### src/rtl/pulse_launcher.sv
// Queues single-cycle event pulses and launches them one at a time towards the
// CDC handshake, waiting for the full ack rise/fall round trip between launches.
module pulse_launcher #(
    parameter int CNT_W   = 4,
    parameter int TIMEOUT = 64
) (
    input  logic             clk_fast,
    input  logic             rst,
    input  logic             event_in,
    input  logic             ack,
    input  logic             clr_err,
    output logic             data_from_fast,
    output logic [CNT_W-1:0] pending,
    output logic             busy,
    output logic             overflow,
    output logic             timeout_err
);

    typedef enum logic [1:0] {
        IDLE    = 2'd0,
        SEND    = 2'd1,
        WAIT_HI = 2'd2,
        WAIT_LO = 2'd3
    } state_t;

    localparam logic [CNT_W-1:0] PEND_MAX = '1;
    localparam logic [15:0]      TMR_LAST = 16'(TIMEOUT - 1);

    state_t           state_q, state_d;
    logic [CNT_W-1:0] pend_q, pend_d;
    logic [15:0]      tmr_q, tmr_d;
    logic             dfast_q, busy_q, ovf_q, tmo_q;
    logic             launch, ovf_set, tmo_set;

    assign launch = (state_q == IDLE) && (pend_q != '0) && !ack;

    always_comb begin
        state_d = state_q;
        tmo_set = 1'b0;
        case (state_q)
            IDLE:    if (launch) state_d = SEND;
            SEND:    state_d = WAIT_HI;
            WAIT_HI: begin
                if (ack) state_d = WAIT_LO;
                else if (tmr_q == TMR_LAST) begin
                    state_d = IDLE;
                    tmo_set = 1'b1;
                end
            end
            WAIT_LO: begin
                if (!ack) state_d = IDLE;
                else if (tmr_q == TMR_LAST) begin
                    state_d = IDLE;
                    tmo_set = 1'b1;
                end
            end
            default: state_d = IDLE;
        endcase
    end

    // A launch and a new event in the same edge cancel; saturation drops the event.
    always_comb begin
        pend_d  = pend_q;
        ovf_set = 1'b0;
        if (event_in && !launch) begin
            if (pend_q == PEND_MAX) ovf_set = 1'b1;
            else                    pend_d  = pend_q + 1'b1;
        end else if (!event_in && launch) begin
            pend_d = pend_q - 1'b1;
        end
    end

    always_comb begin
        tmr_d = tmr_q;
        if (state_d != state_q)
            tmr_d = '0;
        else if ((state_q == WAIT_HI || state_q == WAIT_LO) && tmr_q != '1)
            tmr_d = tmr_q + 1'b1;
    end

    always_ff @(posedge clk_fast) begin
        if (!rst) begin
            state_q <= IDLE;
            pend_q  <= '0;
            tmr_q   <= '0;
            dfast_q <= 1'b0;
            busy_q  <= 1'b0;
            ovf_q   <= 1'b0;
            tmo_q   <= 1'b0;
        end else begin
            state_q <= state_d;
            pend_q  <= pend_d;
            tmr_q   <= tmr_d;
            dfast_q <= (state_d == SEND);
            busy_q  <= (state_d != IDLE);
            ovf_q   <= (ovf_q & ~clr_err) | ovf_set;
            tmo_q   <= (tmo_q & ~clr_err) | tmo_set;
        end
    end

    assign data_from_fast = dfast_q;
    assign pending        = pend_q;
    assign busy           = busy_q;
    assign overflow       = ovf_q;
    assign timeout_err    = tmo_q;

endmodule

### config.mk
export PLATFORM = sky130hd
export DESIGN_NAME = pulse_launcher
export DESIGN_NICKNAME = d
export VERILOG_FILES = /design/src/rtl/pulse_launcher.sv
export SDC_FILE = /design/constraint.sdc
export NUM_CORES = 1
export LEC_CHECK = 0
export CAP_MARGIN = 25
export CORE_MARGIN = 2
export CORE_UTILIZATION = 30
export CTS_BUF_LIST = sky130_fd_sc_hd__clkbuf_16
export DETAILED_ROUTE_END_ITERATION = 6
export DONT_BUFFER_PORTS = 1
export SYNTH_ARGS = -nofsm -noshare
export SYNTH_HDL_FRONTEND = slang
export SYNTH_SLANG_ARGS = --single-unit
### constraint.sdc
create_clock -name clk_fast -period 5.15 [get_ports clk_fast]
set_clock_uncertainty 0.1 [all_clocks]
set_input_delay 0.2575 -clock clk_fast [delete_from_list [all_inputs] [get_ports clk_fast]]
set_output_delay 0.2575 -clock clk_fast [all_outputs]
set_load 0.005 [all_outputs]
==> results.yml <==
logic_synthesis:
  async_flop_share_pct: 0
  synthTopCellsByArea: "dfxtp_1 36%, a211oi_1 5.2%, nor3_1 3.5%, o31ai_1 3.1%, or4_1 3.1%"
  yosysTopAreaCell: "dfxtp_1"
  ys_seq_area_share_pct: 36.4
  synth_seq_cells: 26
  synth.avg_cell_area_um2: 8.77
  yosysWarnings: 0
  synth_cell_types: 45
  synth_edf_count: 0
  synth_fp_nets: 172
  synth_common_cells: "26 x dfxtp_1, 11 x nand2_1, 10 x a211oi_1, 10 x nor3_1"
  synthCells: 163
  synth_area_um2: 1430
  synthFlopType: "dfxtp_1"
  synth.most_common_cell: "dfxtp_1"
  synth_top_area_share_pct: 36.4
sta:
  slew_headroom_pct: 44.8
  min_period_ns: 2.57
  tns_ns: 0
  setup_viol: 0
  finalMaxSlewViolations: 0
  tightest_slew_ns: 0.828
  fin_crit_sh_pct: 50.0
  finalHoldViolCount: 0
  rsz0062_at_grt: "no"
  fmax_ghz: 0.388
clocking:
  post_cts_buffers: 0
  cts-buffers-inserted: 3
  cts_root_buffer: "clkbuf_16"
  hold_buffers: 0
  clkTransAtPathRegs_ns: 0.06
  cts_resized: 0
  cts_tree: "built"
  clk_latency_ns: 0.26
  htree_levels: 1
  cts_buffer_depth: 2
  cts_num_sinks: 26
floorplanning:
  fp.dieW_um: 73.0
  io_pins: 13
  die_area_um2: 5340
  initial_core_util_pct: 30.7
  num_rows: 25
  coreArea_um2: 4660
  die_y_um: 73.0
power_and_ir_drop:
  ir_drop_mv: 0.161
  powerDensity_nw_per_um2: 396
  p_leak_nw: 0.500
flow_run:
  maxCapViolCount: 0
worst_setup_path:
  r2r_cells: 8
  cp-start-kind: "register"
  worstSetupEndpointType: "register"
  cp.required_ns: 5.24
  cp.arrival_ns: 2.66
  worstSetupPathType: "reg2reg"
  crit_fanout: 7
routing:
  drc: 0
  top_layer: "met3"
  m1WireLength_um: 1540
  wl_met2_um: 1480
  drt-initial-drc-count: 64
  post_drt_wl_per_cell_um: 14.5
  drtAntennaViolNets: 0
  num_vias: 1292
  drt_pre_antenna_iters: 4
  viasPerCell: 5.95
  route.met3.wl_um: 120
  totalWireLength_um: 3140
finish:
  syn2layout_area_growth_pct: 9.27
  stdcell_count: 217
  num_antenna_cells: 0
  drive_gt1_share_pct: 5.52
  nets: 173
grt:
  grt_first_pass_wirelength_um: 5230
  grt.overflow.total: 0
  grt_pass1_vias: 1130
  gr-usage-all-layers_pct: 12.3
  grt_start_max_net_pins: 26
  antenna_found_initial: 0
place:
  gp_congestion: 0.792
  dp_hpwl_um: 2170
  dp.cells: 213
  io_buffer_count: 0
min_path:
  hold_class: "in2reg"
  min_path_cells: 2
outcome:
  outcome: "complete, no violations"
## power breakdown
group | leakage, nW | switching, W | internal [W]
logic | 0.250 | 0.000109 | 0.0000751
registers | 0.211 | 0.0000364 | 0.000227
clock network | 0.0385 | 0.0000679 | 0.000104
total | 0.500 | 0.000213 | 0.000406
## state kept, by name, summed over array words and instances (netlist names)
| name | flops |
|---|---|
| tmr_q | 16 |
| pending | 4 |
| busy | 1 |
| data_from_fast | 1 |
| state_q | 2 |
| overflow | 1 |
| timeout_err | 1 |
## cells by family (layout without fill, tap and decap cells)
family | Yosys count | after routing | synth area share [%]
compound gates | 42 | 42 | 21.6
xor+xnor | 4 | 4 | 2.45
fa+ha+maj | 4 | 4 | 4.02
buf+inv | 13 | 13 | 3.59
flops | 26 | 26 | 36.4
mux | 3 | 3 | 2.10
simple gates | 71 | 71 | 29.8
## stage by stage
stage / total power [W] / instance area [µm²] / setup WS, ns / hold slack, ns / utilization [%]
3_5_place_dp: 0.000452 / 1480 / 2.60 / 0.327 / 31.8
2_1_floorplan: 0.000410 / 1430 / 2.76 / 0.307 / -
3_3_place_gp: 0.000451 / 1480 / 2.64 / 0.323 / 31.8
5_1_grt: 0.000664 / 1560 / 2.43 / 0.0510 / 33.5
4_1_cts: 0.000626 / 1560 / 2.58 / 0.0570 / 33.5
6_report: 0.000619 / 1560 / 2.58 / 0.0598 / 33.5
## per-layer routing
metal / GRT usage, % / up-vias
met5: 0 / -
met3: 3.59 / 0
met4: 2.88 / 0
li1: - / 648
met2: 19.0 / 23
met1: 16.7 / 621
## worst max-delay path, cell delays in order (launching register included)
cell,delay [ns]
dfxtp_1,0.39
or4_1,0.63
nand2_1,0.18
nand2_1,0.14
ha_1,0.29
a21o_1,0.17
a21oi_1,0.17
mux2i_1,0.25
mux2i_1,0.19
## layout make-up
type	instances	area, µm²
Inverter	8	30.0
Fill cell	482	3100
Sequential cell	26	520
Tap cell	54	67.6
Clock buffer	3	75.1
Clock inverter	1	3.75
Multi-Input combinational cell	124	858
Timing Repair Buffer	1	7.51
## placed cells by master (no fill, tap or decap), drive strengths merged, types with 2 or more instances in the layout
master   count
dfxtp       26
nand2       11
a211oi      11
nor3        10
inv          8
nor2         8
nand3        7
or4          7
nor4         7
o31ai        6
nand4        6
o21ai        5
and4         4
or3          4
a21oi        4
a31oi        3
mux2i        3
ha           3
clkbuf       3
a311oi       2
xnor2        2
o41ai        2
xor2         2
a2111oi      2
a21boi       2
or2          2
## path summary, 6_finish.rpt
kind,from,endpoint,slack [ns]
setup reg to reg,pending[0]$_SDFFE_PN0P_,pending[3]$_SDFFE_PN0P_,2.58
hold / removal,rst,pending[3]$_SDFFE_PN0P_,0.06
setup / recovery,pending[0]$_SDFFE_PN0P_,pending[3]$_SDFFE_PN0P_,2.58
hold reg to reg,timeout_err$_SDFF_PN0_,timeout_err$_SDFF_PN0_,0.41
No activity file was read; power rests on OpenSTA's default activity.
